## config.mk

```make
export PLATFORM = sky130hd
export DESIGN_NAME = dac_sched
export DESIGN_NICKNAME = d
export VERILOG_FILES = /design/src/rtl/dac_sched_pkg.sv /design/src/rtl/dac_sched_rr_arb.sv /design/src/rtl/dac_sched.sv
export SDC_FILE = /design/constraint.sdc
export NUM_CORES = 1
export LEC_CHECK = 0
export ABC_AREA = 1
export CAP_MARGIN = 0
export CORE_MARGIN = 5
export CORE_UTILIZATION = 60
export DETAILED_ROUTE_END_ITERATION = 8
export PLACE_DENSITY = 0.92
export SLEW_MARGIN = 20
export SYNTH_ARGS = -nofsm -noshare
export SYNTH_HDL_FRONTEND = slang
export SYNTH_SLANG_ARGS = --single-unit
```

## constraint.sdc

```tcl
create_clock -name CLK50MHZ -period 4.9 [get_ports CLK50MHZ]
set_clock_uncertainty 0.15 [all_clocks]
set_input_delay 0.735 -clock CLK50MHZ [delete_from_list [all_inputs] [get_ports CLK50MHZ]]
set_output_delay 0.735 -clock CLK50MHZ [all_outputs]
set_load 0.01 [all_outputs]
```

## src/rtl/dac_sched_pkg.sv

```systemverilog
// dac_pkg: shared constants for the DAC scheduler and its arbiter.
// Command nibbles, addresses, FSM encoding and the DAC code width.
package dac_pkg;

    localparam int DW = 12;

    localparam logic [3:0] CMD_WRITE_UPDATE = 4'b0011;
    localparam logic [3:0] CMD_POWER_DOWN   = 4'b0100;

    localparam logic [3:0] ADDR_A   = 4'h0;
    localparam logic [3:0] ADDR_B   = 4'h1;
    localparam logic [3:0] ADDR_C   = 4'h2;
    localparam logic [3:0] ADDR_D   = 4'h3;
    localparam logic [3:0] ADDR_ALL = 4'hF;

    localparam logic [1:0] ST_IDLE  = 2'd0;
    localparam logic [1:0] ST_ISSUE = 2'd1;
    localparam logic [1:0] ST_GAP   = 2'd2;

    function automatic logic [3:0] onehot4(input logic [1:0] i);
        return 4'b0001 << i;
    endfunction

endpackage

```

## src/rtl/dac_sched_rr_arb.sv

```systemverilog
// dac_rr_arb: 4-way round-robin pick, searching from ptr+1 upward.
// Purely combinational; the caller owns the pointer register.
module dac_rr_arb (
    input  logic [3:0] req,
    input  logic [1:0] ptr,
    output logic [1:0] gnt,
    output logic       vld
);

    always_comb begin
        gnt = ptr;
        vld = 1'b0;
        for (int i = 1; i <= 4; i++) begin
            if (!vld && req[ptr + 2'(i)]) begin
                gnt = ptr + 2'(i);
                vld = 1'b1;
            end
        end
    end

endmodule

```

## src/rtl/dac_sched.sv

```systemverilog
// dac_sched: round-robin sharing of one serial DAC driver by four channels.
// Optional broadcast to all channels with `define DAC_SCHED_BROADCAST_EN.
module dac_sched
    import dac_pkg::*;
#(
    parameter int         NCH     = 4,
    parameter logic [3:0] CMD     = CMD_WRITE_UPDATE,
    parameter int         TIMEOUT = 4096
) (
    input  logic          CLK50MHZ,
    input  logic          RST,
    input  logic          wr_en,
    input  logic [1:0]    wr_chan,
    input  logic [DW-1:0] wr_data,
`ifdef DAC_SCHED_BROADCAST_EN
    input  logic          bc_en,
    input  logic [DW-1:0] bc_data,
`endif
    output logic [DW-1:0] data,
    output logic [3:0]    address,
    output logic [3:0]    command,
    output logic          dactrig,
    input  logic          dacdone,
    output logic [3:0]    pending,
    output logic          busy,
    output logic          err,
    output logic [7:0]    LED
);

    localparam int TW = $clog2(TIMEOUT);
    localparam logic [TW-1:0] TMAX = TW'(TIMEOUT - 1);

    logic [1:0]    state;
    logic [1:0]    rr;
    logic [1:0]    gnt;
    logic          gvld;
    logic          granted;
    logic          go;
    logic          go_ch;
    logic          bc_go;
    logic          bc_fly;
    logic          tmo;
    logic [TW-1:0] timer;
    logic [3:0]    pend;
    logic [3:0]    pend_nxt;
    logic [DW-1:0] shadow [NCH];
    logic [DW-1:0] go_data;
    logic [3:0]    go_addr;

    dac_rr_arb u_arb (
        .req (pend),
        .ptr (rr),
        .gnt (gnt),
        .vld (gvld)
    );

`ifdef DAC_SCHED_BROADCAST_EN
    logic          bc_pend;
    logic [DW-1:0] bc_val;

    assign bc_go   = (state == ST_IDLE) && bc_pend;
    assign go_data = bc_pend ? bc_val : shadow[gnt];
    assign go_addr = bc_pend ? ADDR_ALL : {2'b00, gnt};

    // bc_fly marks a broadcast in flight so a timeout re-queues it.
    always_ff @(posedge CLK50MHZ) begin
        if (RST) begin
            bc_pend <= 1'b0;
            bc_fly  <= 1'b0;
            bc_val  <= '0;
        end else begin
            if (bc_go)
                bc_fly <= 1'b1;
            else if (go_ch)
                bc_fly <= 1'b0;
            if (bc_go)
                bc_pend <= 1'b0;
            else if (tmo && bc_fly)
                bc_pend <= 1'b1;
            if (bc_en) begin
                bc_pend <= 1'b1;
                bc_val  <= bc_data;
            end
        end
    end
`else
    assign bc_go   = 1'b0;
    assign bc_fly  = 1'b0;
    assign go_data = shadow[gnt];
    assign go_addr = {2'b00, gnt};
`endif

    assign go_ch = (state == ST_IDLE) && gvld && !bc_go;
    assign go    = go_ch || bc_go;
    assign tmo   = (state == ST_ISSUE) && !dacdone && (timer == TMAX);

    // A write on the same edge always wins over grant/broadcast clears.
    always_comb begin
        pend_nxt = pend;
        if (go_ch)
            pend_nxt[gnt] = 1'b0;
        if (bc_go)
            pend_nxt = '0;
        if (tmo && !bc_fly)
            pend_nxt[rr] = 1'b1;
        if (wr_en)
            pend_nxt[wr_chan] = 1'b1;
    end

    always_ff @(posedge CLK50MHZ) begin
        if (RST) begin
            state   <= ST_IDLE;
            dactrig <= 1'b0;
            data    <= '0;
            address <= '0;
            command <= '0;
            pend    <= '0;
            rr      <= 2'd3;
            granted <= 1'b0;
            timer   <= '0;
            err     <= 1'b0;
            for (int i = 0; i < NCH; i++)
                shadow[i] <= '0;
        end else begin
            pend <= pend_nxt;
`ifdef DAC_SCHED_BROADCAST_EN
            if (bc_go)
                for (int i = 0; i < NCH; i++)
                    shadow[i] <= bc_val;
`endif
            if (wr_en)
                shadow[wr_chan] <= wr_data;
            case (state)
                ST_IDLE: begin
                    if (go) begin
                        data    <= go_data;
                        address <= go_addr;
                        command <= CMD;
                        dactrig <= 1'b1;
                        timer   <= '0;
                        state   <= ST_ISSUE;
                    end
                    if (go_ch) begin
                        rr      <= gnt;
                        granted <= 1'b1;
                    end
                end
                ST_ISSUE: begin
                    if (dacdone) begin
                        dactrig <= 1'b0;
                        state   <= ST_GAP;
                    end else if (timer == TMAX) begin
                        dactrig <= 1'b0;
                        err     <= 1'b1;
                        state   <= ST_GAP;
                    end else begin
                        timer <= timer + TW'(1);
                    end
                end
                ST_GAP:  state <= ST_IDLE;
                default: state <= ST_IDLE;
            endcase
        end
    end

    assign pending = pend;
    assign busy    = dactrig;
    assign LED     = {pend, granted ? onehot4(rr) : 4'b0000};

endmodule

```

After elaboration in Yosys (flattened, before gate mapping)
Memory sizes are Yosys's and may differ from the RTL's. A register that Yosys moved wholly into a read port is not among the register bits.
Index checks and enable logic that the tools add are counted.

word-level totals
  bits in registers = 26
  RAM bits = 48
  bits of input ports = 18
  output and inout port bits = 35
  word-level logic and storage cells = 102
  memories kept = 1

cells by class
  add/sub/neg operators = 4
  $lt $le $gt $ge = 9
  eq/ne operators = 6
  shift operators = 1
  multiplexer cells = 46
  bitwise operators = 5
  reductions and logical operators = 21

memories
  memory  words  width  read ports  clocked after memory_dff  write ports  line             RTL
  shadow  4      12     1           1                         4            dac_sched.sv:46  logic [DW-1:0] shadow [NCH];

operators with widths
  cell                     count
  $mux W12                 4
  $pmux W12 S2             1
  $mux W1                  20
  $lt A2 B3 Y1 const B     6
  $mux W2                  8
  $mux W4                  4
  $add A12 B1 Y12 const B  1
  $eq A12 B12 Y1 const B   1
  $reduce_or A12 Y1        1
  $logic_and A1 B1 Y1      9
  $bmux W1 S2              4
  $or A4 B4 Y4             2
  $demux W1 S2             3
  $ge A2 B1 Y1 const B     3
  $ne A2 B2 Y1 const B     3
  $reduce_and A3 Y1        2
  $add A2 B2 Y2 const B    2
  $and A4 B4 Y4            1
  $logic_not A1 Y1         4
  $not A4 Y4               1
  $pmux W2 S2              1
  $reduce_and A2 Y1        2
  $reduce_and A4 Y1        1
  $shl A1 B2 Y4 const A    1
  other kinds (7)          7

Logic depth before layout (Yosys ltp)
Gate-level depths: netlist of run 1.

  depth after elaboration = 24
  depth in mapped cells = 17

By module
Synthesis of run 1 repeated with hierarchy kept, for this count alone.

second synthesis, totals
  cells, all modules = 459
  area, all modules = 3952.5 sq um

by module, submodules not included
  module      instances  cells each  area an instance (sq um)  sequential area each (sq um)
  dac_sched   1          413         3721.1                    2182.1
  dac_rr_arb  1          46          231.5                     0.0

Worst setup path before layout of run 1
No wires, ideal clock.

  path kind = reg2reg
  from = reg rr[0]
  to = reg pend[3], in the netlist pending[3]
  setup time = 128 ps
  arrival = 1902 ps
  required time = 4622 ps
  setup slack = 2720 ps
  cell stages (with the launch flop) = 15
  buffers on the path = 2
  cell sequence = dfxtp_1 buf_6 inv_6 ha_1 inv_2 nand3_2 nand2_4 inv_4 nand3_4 nand3_1 nand2_2 buf_4 nand2_1 a21oi_1 nor2_1

on the way
  cells in the longest elaborated chain, start to end = 24
  elaborated cells between the ends (all ways) = 43
  classes of those cells = add/sub: 3; order compare: 4; mux: 23; bitwise: 4; reduce/logical: 9

ends and longest elaborated chain
  element                         line                                            RTL
  from (decl)                     dac_sched.sv:34                                 logic [1:0] rr;
  from (signal assigned)          dac_sched.sv:144                                rr <= gnt;
  $add A2 B1 Y2                   dac_sched_rr_arb.sv:14, dac_sched_rr_arb.sv:15
  $bmux W1 S2                     dac_sched_rr_arb.sv:14                          if (!vld && req[ptr + 2'(i)]) begin
  $mux W1 (implied by the code)   dac_sched_rr_arb.sv:14
  $mux W1                         dac_sched_rr_arb.sv:14
  $logic_not A1 Y1                dac_sched_rr_arb.sv:14
  $logic_and A1 B1 Y1             dac_sched_rr_arb.sv:14
  $mux W1                         dac_sched_rr_arb.sv:14
  $logic_not A1 Y1                dac_sched_rr_arb.sv:14
  (+8 left out)                   -
  $demux W1 S2                    dac_sched.sv:101                                pend_nxt[gnt] = 1'b0;
  $not A4 Y4 (no source line)     -
  $and A4 B4 Y4 (no source line)  -
  $mux W4                         dac_sched.sv:100                                if (go_ch)
  $or A4 B4 Y4 (no source line)   -
  $mux W4 *                       dac_sched.sv:104                                if (tmo && !bc_fly)
  $or A4 B4 Y4 (no source line)   -
  $mux W4 *                       dac_sched.sv:106                                if (wr_en)
  to (signal assigned)            dac_sched.sv:125                                pend <= pend_nxt;
  to (decl)                       dac_sched.sv:44                                 logic [3:0] pend;

Every way passes the cells marked *; elsewhere a longest branch is shown, timed or not. The select of a mux whose other input is x is not followed.
A chain may end at the register's enable or synchronous reset.

Worst setup path in the final report of run 1
  from = reg rr[0]
  to = reg timer[2]

on the way
  cells in the longest elaborated chain, start to end = 16
  elaborated cells between the ends (all ways) = 24
  classes of those cells = add/sub: 3; eq/ne: 1; mux: 12; reduce/logical: 8

ends and longest elaborated chain
  element                               line                    RTL
  $add A2 B1 Y2                         dac_sched_rr_arb.sv:14
  $bmux W1 S2                           dac_sched_rr_arb.sv:14
  $mux W1 (implied by the code)         dac_sched_rr_arb.sv:14
  $mux W1                               dac_sched_rr_arb.sv:14
  $logic_not A1 Y1                      dac_sched_rr_arb.sv:14
  $logic_and A1 B1 Y1                   dac_sched_rr_arb.sv:14
  $mux W1                               dac_sched_rr_arb.sv:14
  $logic_not A1 Y1                      dac_sched_rr_arb.sv:14
  $logic_and A1 B1 Y1                   dac_sched_rr_arb.sv:14
  $mux W1                               dac_sched_rr_arb.sv:14
  $logic_not A1 Y1                      dac_sched_rr_arb.sv:14
  $logic_and A1 B1 Y1                   dac_sched_rr_arb.sv:14
  $mux W1 *                             dac_sched_rr_arb.sv:14
  $logic_and A1 B1 Y1 *                 dac_sched.sv:93         assign go_ch = (state == ST_IDLE) && gvld && !bc_go;
  $ne A2 B2 Y1 (no source line) *       -
  $reduce_and A4 Y1 (no source line) *  -
  to (signal assigned)                  dac_sched.sv:157        timer <= timer + TW'(1);
  to (decl)                             dac_sched.sv:43         logic [TW-1:0] timer;

Marks and branches as above.

==> results of run 1 <==
## cells by family after synthesis
kind of cell | count (synthesis) | share of synthesized area [%]
AO/OA/AOI/OAI | 32 | 3.894
XOR/XNOR | 4 | 0.8075
adder cells (fa/ha/maj) | 5 | 1.442
buffers and inverters | 100 | 11.08
flip-flops | 85 | 50.30
other | 1 | 0.08645
AND/OR/NAND/NOR | 323 | 32.39
## synthesized netlist by cell type
master | number | area share [%]
ha_1 | 5 | 1.4
nor2_1 | 63 | 5.5
inv_1 | 62 | 5.4
nand3_1 | 42 | 4.8
nand3b_1 | 1 | 0.17
buf_4 | 16 | 2.8
a31o_2 | 1 | 0.20
nand3_4 | 2 | 0.81
o211ai_1 | 2 | 0.35
clkbuf_1 | 6 | 0.52
inv_6 | 1 | 0.20
conb_1 | 1 | 0.086
nand3_2 | 2 | 0.46
nand4_2 | 1 | 0.29
dfxtp_1 | 37 | 17
inv_2 | 8 | 0.69
nor2_2 | 5 | 0.72
nand2_2 | 10 | 1.4
nand2_1 | 181 | 16
edfxtp_1 | 48 | 33
or2_2 | 1 | 0.14
buf_6 | 5 | 1.3
nor3_1 | 4 | 0.46
xor2_1 | 4 | 0.81
nand4_1 | 8 | 1.2
a21oi_1 | 20 | 2.3
inv_4 | 1 | 0.14
buf_1 | 1 | 0.086
o21ai_0 | 9 | 1.0
nand2_4 | 3 | 0.78
## power groups by stage
stage	Clock, W	Sequential, W	Combinational [W]
after floorplan	0	0.000921	0.00108
after global placement	0	0.000919	0.00128
after detailed placement	0	0.000924	0.00133
after CTS	0.000427	0.000907	0.00135
after global routing	0.000462	0.000918	0.00151
final	0.000425	0.000908	0.00136
## per-stage QoR
| step | power [W] | hold WS (ns) | cells | worst slack (ns) |
|---|---|---|---|---|
| 2_1_floorplan | 0.002001 | 0.3141 | 553 | 2.720 |
| 3_3_place_gp | 0.002200 | 0.2860 | 673 | 2.094 |
| 3_5_place_dp | 0.002255 | 0.2880 | 673 | 2.006 |
| 4_1_cts | 0.002682 | 0.3046 | 689 | 1.989 |
| 5_1_grt | 0.002887 | 0.3197 | 689 | 1.770 |
| 6_report | 0.002694 | 0.3013 | 689 | 1.959 |
## flip-flops by register name, indices dropped and copies added, names as in the netlist
name / cells
shadow: 48
rr: 2
err: 1
address: 2
data: 12
state: 2
pending: 4
granted: 1
busy: 1
timer: 12
## cell usage in the layout, fill, tap and decap left out, types with 5 or more instances in the layout
cell type,netlist,routed
inv_1,62,62
clkbuf_8,0,9
nand4_1,8,8
nand2_1,181,181
clkdlybuf4s50_1,0,48
nor2_1,63,63
a21oi_1,20,20
o21ai_0,9,9
ha_1,5,5
edfxtp_1,48,48
nor2_2,5,5
nand3_1,42,42
dfxtp_1,37,37
inv_2,8,8
nand2_2,10,10
## final timing paths
path	from	endpoint	slack (ns)	cells after the start
setup / recovery	rr[0]	timer[2]	1.96	12
hold / removal	data[7]	data[7]	0.30	2
setup reg to reg	rr[0]	timer[2]	1.96	12
hold reg to reg	data[7]	data[7]	0.30	2
## critical path, cell delays in order, from the launching register on
cell	delay, ns
dfxtp_1	0.62
inv_6	0.10
ha_1	0.41
inv_2	0.08
nand3_2	0.14
nand2_4	0.09
nor2_2	0.13
nand3_2	0.10
nand2_4	0.12
inv_2	0.11
nor2_2	0.48
o21ai_0	0.21
nor2_1	0.13
## routing by layer
| layer | global-route usage, % | up-vias | routed length (µm) |
|---|---|---|---|
| met5 | 0 | - | 0 |
| met4 | 8.293 | 0 | 288 |
| met3 | 5.762 | 34 | 782 |
| met2 | 41.05 | 187 | 5064 |
| met1 | 27.34 | 1636 | 3824 |
| li1 | - | 1783 | - |
## cell type report
cell class              count  area, µm²
clock buffers              11      131.4
clock inverters             5      28.78
fillers                   548       2218
inverters                  72      277.8
multi-input cells         368       1687
flip-flops and latches     85       2182
well taps                  99      123.9
repair buffers             49      488.0
==> flow_metrics.env, run 1 <==
export IMPL_worst_path_max_fanout=12
export IMPL_netlist_area_mm2=0.004338
export IMPL_placed_cell_area_mm2=0.004758
export IMPL_htreeDepth=3
export IMPL_grt_use_total_pct=23.21
export IMPL_netlist_instances=550
export IMPL_endpoint_kind="flip-flop"
export IMPL_die_area_mm2=0.009031
export IMPL_rsz0062_at_grt="no"
export IMPL_die_y_um=95.03
export IMPL_root_buffer="clkbuf_8"
export IMPL_initial_core_util_pct=60.78
export IMPL_portBuffers=48
export IMPL_drtAntennaViolNets=0
export IMPL_worstPathArrival_ns=3.09
export IMPL_fin_crit_ns=2.941
export IMPL_grt_max_degree=26
export IMPL_rows=31
export IMPL_vias_per_cell=5.283
export IMPL_clockPowerShare_pct=15.8
export IMPL_p_sw_w=0.001235
export IMPL_core_mm2=0.007137
export IMPL_path_clk_slew_ns=0.08
export IMPL_fin_setup_tns_ns=0
export IMPL_dpl_hpwl_um=6804
export IMPL_utilization_pct=68.92
export IMPL_cp_start_kind="flip-flop"
export IMPL_p_leak_nw=2.203
export IMPL_status="finished clean"
export IMPL_drtIter0Drc=425
export IMPL_grt_pass1_vias=3412
export IMPL_vias=3640
export IMPL_final_area_mm2=0.004918
export IMPL_drive_gt1_share_pct=8.305
export IMPL_fin_nets=608
export IMPL_place_gp_congestion=0.9307
export IMPL_power_frac_seq_pct=33.7
export IMPL_combPwrFrac_pct=50.5
export IMPL_crit_type="reg2reg"
export IMPL_wl_um=9959
export IMPL_route_detailed_drc=0
export IMPL_hp_class="reg2reg"
export IMPL_setup_viol=0
export IMPL_cts_setup_buffers=0
export IMPL_max_vdd_ir_drop_uv=259.5
export IMPL_avgRoutedWirePerCell_um=14.45
export IMPL_cap_viol_max_count=0
export IMPL_grt_overflow=0
export IMPL_yosys_warnings=0
export IMPL_yosysSeqAreaShare_pct=50.30
export IMPL_grt_pass1_wl_um=16040
export IMPL_slew_headroom_pct=56.41
export IMPL_num_antenna_cells=0
export IMPL_power_internal_w=0.001459
export IMPL_synth_distinct_cells=30
export IMPL_cts_hold_repair_buffers=0
export IMPL_min_period_over_period_pct=60.02
export IMPL_ys_ff_latch=85
export IMPL_antenna_found_initial=0
export IMPL_dieWidth_um=95.03
export IMPL_avgSynthCellArea_um2=7.887
export IMPL_drtPass1Iterations=5
export IMPL_p_per_area_mw_per_mm2=547.8
export IMPL_slew_violations=0
export IMPL_hold_violations=0
export IMPL_cts_buffer_depth=2
export IMPL_clock_fmax_mhz=340.0
export IMPL_area_growth_pct=13.38
export IMPL_required_ns=5.05
export IMPL_cts_resized=0
export IMPL_clk_latency_ns=0.36
export IMPL_numCtsBuffers=9
export IMPL_p_sw_share_pct=45.85
export IMPL_tightest_slew_ns=0.6523
export IMPL_cts_num_sinks=85
export IMPL_io_pins=53
export IMPL_tritoncts="built"
Note: power is estimated with default switching activity, not from simulation.
==> run 2: changes to the inputs <==
--- a/config.mk
+++ b/config.mk
@@ -8,9 +8,9 @@
 export ABC_AREA = 1
 export CAP_MARGIN = 0
 export CORE_MARGIN = 5
-export CORE_UTILIZATION = 60
+export CORE_UTILIZATION = 50
 export DETAILED_ROUTE_END_ITERATION = 8
-export PLACE_DENSITY = 0.92
+export PLACE_DENSITY = 0.83
 export SLEW_MARGIN = 20
 export SYNTH_ARGS = -nofsm -noshare
 export SYNTH_HDL_FRONTEND = slang
==> constraint.sdc (replaced) <==
create_clock -name CLK50MHZ -period 2.5 [get_ports CLK50MHZ]
set_clock_uncertainty 0.15 [all_clocks]
set_input_delay 0.375 -clock CLK50MHZ [delete_from_list [all_inputs] [get_ports CLK50MHZ]]
set_output_delay 0.375 -clock CLK50MHZ [all_outputs]
set_load 0.01 [all_outputs]
==> run 2 against run 1 <==
Effect of this change:
- worst setup slack worse by 1.8 ns
- critical path depth is 1 higher
- core utilization fell by 9.7 points
- sequential power grew 94%
- non-clock buffer count rose by 9
- die area grew 18%
- worst hold slack better by 0.0021 ns
- flip-flop and latch count is the same
- clock power increased to 2.5 times the previous value
- design area grew 3.5%
- cell count is 2.6% higher
- largest cell class unchanged
- highest routed layer unchanged
==> flow_metrics.env, run 2 (synthesis results as in run 1) <==
export IMPL_tightest_slew_ns=0.6224
export IMPL_grt_max_degree=26
export IMPL_hold_ws_ns=0.3034
export IMPL_p_leak_nw=2.278
export IMPL_drtAntennaViolNets=0
export IMPL_cpMaxStageDelayCell="dfxtp_1"
export IMPL_fin_setup_tns_ns=0
export IMPL_crit_type="reg2reg"
export IMPL_hp_start="data[5]"
export IMPL_p_per_area_mw_per_mm2=1098
export IMPL_cts_buffer_depth=2
export IMPL_grt_use_total_pct=18.93
export IMPL_vias=3536
export IMPL_endpoint_kind="flip-flop"
export IMPL_worstHoldPathCells=2
export IMPL_hp_class="reg2reg"
export IMPL_r2r_end="pending[1]"
export IMPL_slew_headroom_pct=58.41
export IMPL_portBuffers=48
export IMPL_required_ns=2.59
export IMPL_reg2reg_depth=13
export IMPL_vias_per_cell=5.001
export IMPL_avgRoutedWirePerCell_um=13.76
export IMPL_antenna_found_initial=0
export IMPL_max_vdd_ir_drop_uv=459.0
export IMPL_utilization_pct=59.23
export IMPL_cts_num_sinks=85
export IMPL_min_period_over_period_pct=93.73
export IMPL_numCtsBuffers=9
export IMPL_placed_cell_area_mm2=0.004837
export IMPL_top_regs="shadow: 48 flops, data: 12 flops, timer: 12 flops"
export IMPL_grt_overflow=0
export IMPL_path_clk_slew_ns=0.08
export IMPL_drtIter0Drc=262
export IMPL_status="finished clean"
export IMPL_crit_chain="inv_6 > ha_2 > inv_2 > nand3_2 > nand2_4 > inv_4 > nand3_4 > nand2_2 > nand2_8 > nor2_2 > nand2_1 > a21oi_1 > nor2_1"
export IMPL_root_buffer="clkbuf_8"
export IMPL_rows=34
export IMPL_wl_um=9726
export IMPL_worst_path_max_fanout=25
export IMPL_critPathBufInv=3
export IMPL_multi_input_area_mm2=0.001710
export IMPL_place_gp_congestion=0.9237
export IMPL_regMostFlops="shadow"
export IMPL_worstPathArrival_ns=2.43
export IMPL_setup_viol=0
export IMPL_cap_viol_max_count=0
export IMPL_grt_pass1_wl_um=15460
export IMPL_route_detailed_drc=0
export IMPL_rsz0062_at_grt="no"
export IMPL_die_area_mm2=0.01064
export IMPL_reg2reg_slack_ns=0.16
export IMPL_die_y_um=103.1
export IMPL_initial_core_util_pct=50.48
export IMPL_final_cell_mix="nand2_1 (181), inv_1 (62), nor2_1 (62)"
export IMPL_grt_pass1_vias=3202
export IMPL_max_stage_delay_ns=0.40
export IMPL_htreeDepth=3
export IMPL_holdPathEnd="data[5]"
export IMPL_final_area_mm2=0.005090
export IMPL_core_mm2=0.008593
export IMPL_drive_gt1_share_pct=10.52
export IMPL_rr_startpoint="rr[0]"
export IMPL_hold_violations=0
export IMPL_fin_crit_ns=2.343
export IMPL_cp_start_kind="flip-flop"
export IMPL_fin_nets=617
export IMPL_drtPass1Iterations=5
export IMPL_dpl_hpwl_um=6736
export IMPL_seq_area_mm2=0.002183
export IMPL_clk_latency_ns=0.36
export IMPL_layout_commonest_cell="nand2_1"
export IMPL_io_pins=53
export IMPL_clock_fmax_mhz=426.8
export IMPL_cts_hold_repair_buffers=0
export IMPL_dieWidth_um=103.1
export IMPL_num_fill_cells=745
export IMPL_cpLargestDelayFamily="simple AND/OR/NAND/NOR gates"
export IMPL_largest_reg_flops=48
export IMPL_area_growth_pct=17.33
export IMPL_num_antenna_cells=0
export IMPL_slew_violations=0
export IMPL_tritoncts="built"
## run 2: how the worst max path moves through the flow
stage,startpoint,endpoint,cells after the start,slack [ns]
4_1_cts,rr[1],data[1],14,0.01
3_5_place_dp,rr[1],data[6],13,0.03
2_1_floorplan,rr[0],pending[3],14,0.32
5_1_grt,rr[0],data[1],13,0.002
3_3_place_gp,rr[1],data[3],13,0.17
6_report,rr[0],pending[1],13,0.16
## run 2: per-stage QoR
| stage | setup WS (ns) | power, W | cells |
|---|---|---|---|
| after CTS | 0.01307 | 0.005525 | 707 |
| after floorplan | 0.3201 | 0.003923 | 553 |
| after detailed placement | 0.02866 | 0.004457 | 691 |
| final | 0.1569 | 0.005590 | 707 |
| after global routing | 0.002078 | 0.006006 | 707 |
| after global placement | 0.1674 | 0.004366 | 691 |
## run 2: worst reg2reg max path: stages, from the launching register on
cell     delay [ns]
dfxtp_1        0.40
inv_6          0.07
ha_2           0.38
inv_2          0.06
nand3_2        0.13
nand2_4        0.09
inv_4          0.09
nand3_4        0.10
nand2_2        0.15
nand2_8        0.14
nor2_2         0.19
nand2_1        0.08
a21oi_1        0.15
nor2_1         0.05
## run 2: report_power, final
part	total (W)	switching, W	internal (W)
registers	0.00176	0.000105	0.00166
logic	0.00275	0.00184	0.000915
clock network	0.00107	0.000501	0.000572
## run 2: metal layers
metal	vias up	global-route usage (%)	share of wire, %
met5	-	0	0
li1	1804	-	-
met2	117	32.76	51
met1	1603	23.69	41
met3	12	3.586	6.4
met4	0	6.474	1.5
## run 2: cell type report
| class | instances | share of cell area (%) |
|---|---|---|
| well taps | 108 | 2.655 |
| clock buffers | 10 | 2.507 |
| clock inverters | 6 | 1.844 |
| multi-input cells | 368 | 33.60 |
| flip-flops and latches | 85 | 42.90 |
| inverters | 72 | 5.506 |
| repair buffers | 58 | 10.99 |
## run 2: timing repair
item	4_1_cts	5_1_grt
hold endpoints to repair	0	0
resized for setup	0	8
endpoints found under the setup margin	0	27
buffers inserted	0	0
